File: config.mk
export PLATFORM = sky130hd
export DESIGN_NAME = regfile_mp
export DESIGN_NICKNAME = d
export VERILOG_FILES = /design/src/rtl/regfile_mp.sv
export SDC_FILE = /design/constraint.sdc
export NUM_CORES = 2
export LEC_CHECK = 0
export ABC_CLOCK_PERIOD_IN_PS = 7400
export CORE_MARGIN = 2
export CORE_UTILIZATION = 40
export CTS_BUF_LIST = sky130_fd_sc_hd__clkbuf_8
export DETAILED_ROUTE_END_ITERATION = 7
export PLACE_DENSITY = 0.57
export REMOVE_ABC_BUFFERS = 1
export SETUP_SLACK_MARGIN = 0.3
export SLEW_MARGIN = 30
export SYNTH_ARGS = -nofsm -noshare
export SYNTH_HDL_FRONTEND = slang
export SYNTH_SLANG_ARGS = --single-unit
File: constraint.sdc
create_clock -name clk -period 7.4 [get_ports clk]
set_clock_uncertainty 0.15 [all_clocks]
set_input_delay 1.48 -clock clk [delete_from_list [all_inputs] [get_ports clk]]
set_output_delay 1.48 -clock clk [all_outputs]
set_load 0.05 [all_outputs]
File: src/rtl/regfile_mp.sv
// regfile_mp: parametrised multi-read-port integer register file with a
// per-register busy scoreboard for read-after-write hazard detection.
//
// Register 0 is hardwired to zero. Addresses at or above NREGS read as zero
// and are never written. With BYPASS=1 a valid same-cycle write is forwarded
// to every matching read port, and that port's busy flag reads as clear.
//
// Ports:
//   clk       in   rising-edge clock
//   reset     in   asynchronous reset, active-low
//   rd_addr   in   NRD*AW    read addresses, port i at [i*AW +: AW]
//   rd_data   out  NRD*XLEN  read data, port i at [i*XLEN +: XLEN]
//   rd_busy   out  NRD       busy flag of each read address
//   wr_en     in   write enable
//   wr_addr   in   AW        write address
//   wr_data   in   XLEN      write data
//   sb_set    in   mark sb_addr as pending (instruction issue)
//   sb_addr   in   AW        destination register for sb_set
//   busy_vec  out  NREGS     registered scoreboard state
module regfile_mp #(
    parameter int XLEN   = 32,
    parameter int NREGS  = 32,
    parameter int NRD    = 2,
    parameter int BYPASS = 1,
    localparam int AW    = $clog2(NREGS)
) (
    input  logic                 clk,
    input  logic                 reset,
    input  logic [NRD*AW-1:0]    rd_addr,
    output logic [NRD*XLEN-1:0]  rd_data,
    output logic [NRD-1:0]       rd_busy,
    input  logic                 wr_en,
    input  logic [AW-1:0]        wr_addr,
    input  logic [XLEN-1:0]      wr_data,
    input  logic                 sb_set,
    input  logic [AW-1:0]        sb_addr,
    output logic [NREGS-1:0]     busy_vec
);

    // Storage spans the full address space so any AW-bit address indexes
    // safely; entries 0 and >= NREGS are never written and stay zero.
    localparam int DEPTH = 1 << AW;
    localparam logic [AW:0] LIMIT = (AW+1)'(NREGS);

    // Nonzero and within the architectural register count.
    function automatic logic addr_ok(input logic [AW-1:0] a);
        return (a != '0) && ({1'b0, a} < LIMIT);
    endfunction

    logic [XLEN-1:0]  mem [DEPTH];
    logic [NREGS-1:0] busy;
    logic [DEPTH-1:0] busy_pad;
    logic             wr_ok;
    logic             sb_ok;
    logic [AW-1:0]    ra  [NRD];
    logic             hit [NRD];

    assign wr_ok    = wr_en && addr_ok(wr_addr);
    assign sb_ok    = sb_set && addr_ok(sb_addr);
    assign busy_pad = DEPTH'(busy);
    assign busy_vec = busy;

    always_ff @(posedge clk or negedge reset) begin
        if (!reset) begin
            for (int i = 0; i < DEPTH; i++) begin
                mem[i] <= '0;
            end
        end else if (wr_ok) begin
            mem[wr_addr] <= wr_data;
        end
    end

    // A set to the register being retired wins: the newly issued producer
    // supersedes the one writing back.
    always_ff @(posedge clk or negedge reset) begin
        if (!reset) begin
            busy <= '0;
        end else begin
            busy[0] <= 1'b0;
            for (int r = 1; r < NREGS; r++) begin
                if (sb_ok && (sb_addr == AW'(r))) begin
                    busy[r] <= 1'b1;
                end else if (wr_ok && (wr_addr == AW'(r))) begin
                    busy[r] <= 1'b0;
                end
            end
        end
    end

    // Reads are gated by reset so a forwarded write cannot leak out while
    // the file is held in reset.
    always_comb begin
        rd_data = '0;
        rd_busy = '0;
        for (int p = 0; p < NRD; p++) begin
            ra[p]  = rd_addr[p*AW +: AW];
            hit[p] = (BYPASS != 0) && wr_ok && (wr_addr == ra[p]);
            if (reset && addr_ok(ra[p])) begin
                if (hit[p]) begin
                    rd_data[p*XLEN +: XLEN] = wr_data;
                    rd_busy[p]              = 1'b0;
                end else begin
                    rd_data[p*XLEN +: XLEN] = mem[ra[p]];
                    rd_busy[p]              = busy_pad[ra[p]];
                end
            end
        end
    end

endmodule

# Word-level counts from Yosys, hierarchy flattened

Index checks and enable logic that the tools add are counted.

Output and inout port bits: 98
Bits of input ports: 56
Bits in registers: 1055
Word-level logic and storage cells: 323

Reduce and logical (&&, ||, !) cells: 104
$lt $le $gt $ge: 6
Bitwise logic cells: 3
Mux-type cells: 83
Eq/ne operators: 64

Operators with widths:

| operator           | number |
|---|---|
| $bwmux 1024        | 1 |
| $bmux 32 s5        | 2 |
| $mux 32            | 9 |
| $demux 32 s5       | 1 |
| $eq 5x5->1 const B | 32 |
| $eq 5x4->1 const B | 16 |
| $logic_and 1x1->1  | 69 |
| $mux 1             | 68 |
| $reduce_bool 2->1  | 31 |
| $eq 5x3->1 const B | 8 |
| $eq 5x2->1 const B | 4 |
| $reduce_bool 5->1  | 4 |
| $ge 6x6->1 const B | 3 |
| $not 5->6          | 3 |
| $lt 5x6->1 const B | 2 |
| $bmux 1 s5         | 2 |
| $eq 5x1->1 const B | 2 |
| $eq 5x5->1         | 2 |
| $lt 6x1->1 const B | 1 |

# Depth between registers and ports, before layout

Depth in word-level cells: 6
Mapped depth: 10
Mapped depth without buffers: 5

# Least setup slack after synthesis

No wires, ideal clock.

Path type: input to output
From: input rd_addr[1]
To: output rd_data[10]
Arrival time: 3457 ps
Setup slack: 2313 ps
Data required time: 5770 ps
Buffers on the path: 3
Cell stages on the path: 6
Path through: buf_2 -> buf_4 -> clkbuf_1 -> mux4_2 -> mux4_2 -> a221o_1

Word-level cells in the longest chain between the ends: 6
Elaborated cells between the ends (all ways): 10
Classes of those cells: eq/ne (1); mux (5); bitwise (1); reduce/logical (3)

Ends and longest elaborated chain:

| what                                        | RTL line | text |
|---|---|---|
| start: declaration                          | 29       | `input logic [NRD*AW-1:0] rd_addr,` |
| $not 5->6 (not written as such)             | 103      | `rd_data[p*XLEN +: XLEN] = mem[ra[p]];` |
| $bmux 32 s5                                 | 103      |  |
| $mux 32 (not written as such) (2 in series) | 103      |  |
| $mux 32                                     | 99       | `if (hit[p]) begin` |
| $mux 32 *                                   | 98       | `if (reset && addr_ok(ra[p])) begin` |
| end: declaration                            | 30       | `output logic [NRD*XLEN-1:0] rd_data,` |

Mark *: on every way between the ends. The rest lies on a longest branch, timed or not. The select of a mux whose other input is x is not followed.

# Final worst setup path

From: input wr_addr[0]
To: output rd_data[45]

Word-level cells in the longest chain between the ends: 5
Elaborated cells between the ends (all ways): 6
Classes of those cells: eq/ne (1); mux (2); reduce/logical (3)

Ends and longest elaborated chain:

| what                | RTL line | text |
|---|---|---|
| start: declaration  | 33       | `input logic [AW-1:0] wr_addr,` |
| $reduce_bool 5->1   | 47       | `return (a != '0) && ({1'b0, a} < LIMIT);` |
| $logic_and 1x1->1   | 58       | `assign wr_ok = wr_en && addr_ok(wr_addr);` |
| $logic_and 1x1->1 * | 97       | `hit[p] = (BYPASS != 0) && wr_ok && (wr_addr == ra[p]);` |
| $mux 32 *           | 99       |  |
| $mux 32 *           | 98       |  |

Mark *: on every way between the ends. The rest lies on a longest branch, timed or not.

==> out/results.tsv <==
metric	value	unit
Skew-Pair Late Insertion Delay	890	ps
total vias in the final route	36800	
initial detailed-routing violation count	3022	
number of cells on the worst reg-to-reg path	1	
total negative slack	0	ps
Sw Share	29.6	%
cell area after synthesis	56500	um^2
number of hold-slack violations in the final timing report	0	
global-route wire length before repair	274000	um
Critical Path Max Stage Delay	870	ps
post-placement cell area	60700	um^2
category of the critical setup timing path	input port to output port	
Area growth, synth to finish	14.0	%
number of top-level pins	154	
final worst hold slack	243	ps
clock sink count	1055	
CTS tree	yes	
number of resized instances in the post-cts repair step	0	
residual DRC count	0	
hold-fix buffer count after cts	0	
leading cell types by total area after synthesis	dfrtp_1 (47%), mux2_2 (20%), mux4_2 (18%)	
worst endpoint data arrival time	4960	ps
Cell Pwr Density	263	nW/um^2
area taken by flip-flops and latches	26400	um^2
portion of the clock cycle consumed by the worst path in the final layout	89.1	%
actual transition at the worst max-transition pin	1040	ps
number of instances on the worst hold path	0	
total iterations of the first detailed-routing run	6	
gr ovfl total	0	
total CTS buffers	187	
post-route worst setup slack	809	ps
flops & latches, synth	1055	
die extent in y	380	um
number of buffer cells added on primary ports	152	
worst vdd rail ir drop	176	uV
number of buffers and inverters on the critical path	3	
Final Instance Area	64400	um^2
slack of the worst reg-to-reg path	6440	ps
Warnings, synthesis	0	
instance count of the mapped netlist	3891	
pin count of the biggest net entering global routing	165	
Core Rows	137	
deepest clock path buffer count	3	
Vias per Instance	6.20	
most common library cell in the layout ignoring fill and taps	dfrtp_1	
asr flop ratio synth	100	%
ordered list of cells on the worst path	clkdlybuf4s50_1, or4_1, o21ai_1, or4_1, nor2_4, buf_4, a32o_1, buf_12	
unrepaired setup endpoints after global routing	no	
floorplan die area	144000	um^2
chip width	380	um
Setup Slack @ Placement	866	ps
final count of negative-setup-slack endpoints	0	
Seq pwr share	45.2	%
most frequently used flop master after synthesis	dfrtp_1	
clock group share of total power	31.8	%
number of flops mapped to enable cells by yosys	0	
buffers inserted by post-CTS timing repair	0	
proportion of netlist area held by the largest area contributor	46.7	%
DRT antenna net count	0	
highest routing layer actually used	met4	
initial antenna violation count	3	
placed wire-length estimate after detailed placement	109000	um
Crit path required time	5770	ps
leakage power summed over all cells	27.5	nW
Routed WL	185000	um
GRT Overall Usage	25.7	%
detailed route wirelength on metal2	89100	um
final critical path time including I/O delays and setup	6590	ps
clock-pin slew of the registers on the worst-case setup and hold paths	60	ps
internal power	11.9	mW
net count of the finished layout	3982	
Layout fillers	12600	
critical path capture point type	output port	
WL/cell	31.2	um
slowest cell on the critical path	clkdlybuf4s50_1	
cell accounting for the most synthesized area	dfrtp_1	
capture point of the worst reg-to-reg path	busy_vec[10]	
top library cells by usage in the layout, fill and taps aside	dfrtp_1 (1055), mux2_2 (994), mux4_2 (453)	
area of the multi-input gates	28300	um^2
vias in the first global route	38500	
outcome	finished, final reports clean	
share of layout cells above drive strength 1	48.9	%
destination of the worst hold path	mem[1012]	
relative slew slack	30.5	%
wire length on met1	78700	um
hold crit path type	flip-flop to flip-flop	
Final Util	46.1	%
core area	140000	um^2
average cell area after synthesis	14.5	um^2
launching point of the worst reg2reg path	busy_vec[10]	
Starting Density	40.4	%
Comb power frac	23.0	%
switching power	5.03	mW
number of max-capacitance violations reported	0	
CP Launch Type	input port	
worst-path maximum fanout	22	
max-slew violation count	0	
Max H-tree Level	4	
master cell of the clock root buffer	clkbuf_8	
cell family with most CP delay	buffers and inverters	
library cells used by synthesis	47	
last weighted congestion value of the routability-driven placer	0.805	
Seq/Total Area, Yosys	46.7	%
startpoint of the most critical hold path	mem[1012]	
fmax	152	MHz
most used cell along the critical path	or4_1	
met3 WL	10100	um
## worst max path at each step
stage | from | end | slack (ps) | cells after the start
final | wr_addr[0] | rd_data[45] | 810 | 8
after global routing | wr_addr[0] | rd_data[40] | 680 | 8
after CTS | wr_addr[0] | rd_data[50] | 850 | 8
after detailed placement | wr_addr[0] | rd_data[35] | 870 | 8
after global placement | wr_addr[0] | rd_data[54] | 890 | 8
after floorplan | rd_addr[2] | rd_data[0] | 770 | 5
## metal layers
layer  global-route usage [%]  vias up
li1                         -    15200
met1                     34.6    20000
met2                     41.7     1248
met3                     4.39      384
met4                     9.94        0
met5                        0        -
## metrics by stage
| stage | total power [mW] | cells |
|---|---|---|
| global placement | 11.6 | 5606 |
| detailed placement | 11.7 | 5610 |
| floorplan | 10.1 | 3434 |
| CTS | 17.1 | 5933 |
| finish | 17.0 | 5940 |
| global route | 17.8 | 5938 |
## state kept, by name (all words and copies together) (netlist names)
name and cells:
busy_vec 31, mem 1024
## power by group through the flow
stage	Combinational (mW)	Clock (mW)	Sequential, mW
2_1_floorplan	2.52	0	7.62
3_3_place_gp	3.86	0	7.71
3_5_place_dp	3.91	0	7.76
4_1_cts	3.92	5.51	7.66
5_1_grt	4.16	5.78	7.83
6_report	3.90	5.39	7.68
## Yosys cell counts, types with 3 or more instances
master	instances
dfrtp_1	1055
buf_6	6
o21ai_0	83
mux2i_1	203
o211ai_1	32
nor2b_1	24
inv_1	13
buf_4	22
nor3b_1	4
buf_1	35
mux2_2	994
buf_2	121
nor2_1	86
mux4_2	453
a22oi_1	127
nand3b_1	5
nand2b_1	7
or4_1	4
and3_1	3
a221oi_1	32
a221o_1	33
a21oi_1	34
nand2_1	23
a211oi_1	29
nand3_1	72
a32o_1	32
a22o_1	13
clkbuf_1	273
nand4_1	6
xnor2_1	8
o22ai_1	38
## logic make-up after synthesis
group                  count (synthesis)  share of synthesized area [%]
multiplexers                        1650                           41.5
AND/OR/NAND/NOR                      249                           2.19
AO/OA/AOI/OAI                        456                           5.84
flip-flops                          1055                           46.7
other                                  1                        0.00664
XOR/XNOR                              10                          0.155
buffers and inverters                470                           3.62
## cell type report
class                   count  share of cell area [%]
clock inverters            93                   0.756
flip-flops and latches   1055                    41.0
well taps                1876                    3.64
clock buffers             230                    4.91
repair buffers            303                    5.65
diodes                      4                  0.0155
multi-input cells        2366                    44.0
inverters                  13                  0.0758
Note: power is estimated with default switching activity, not from simulation.
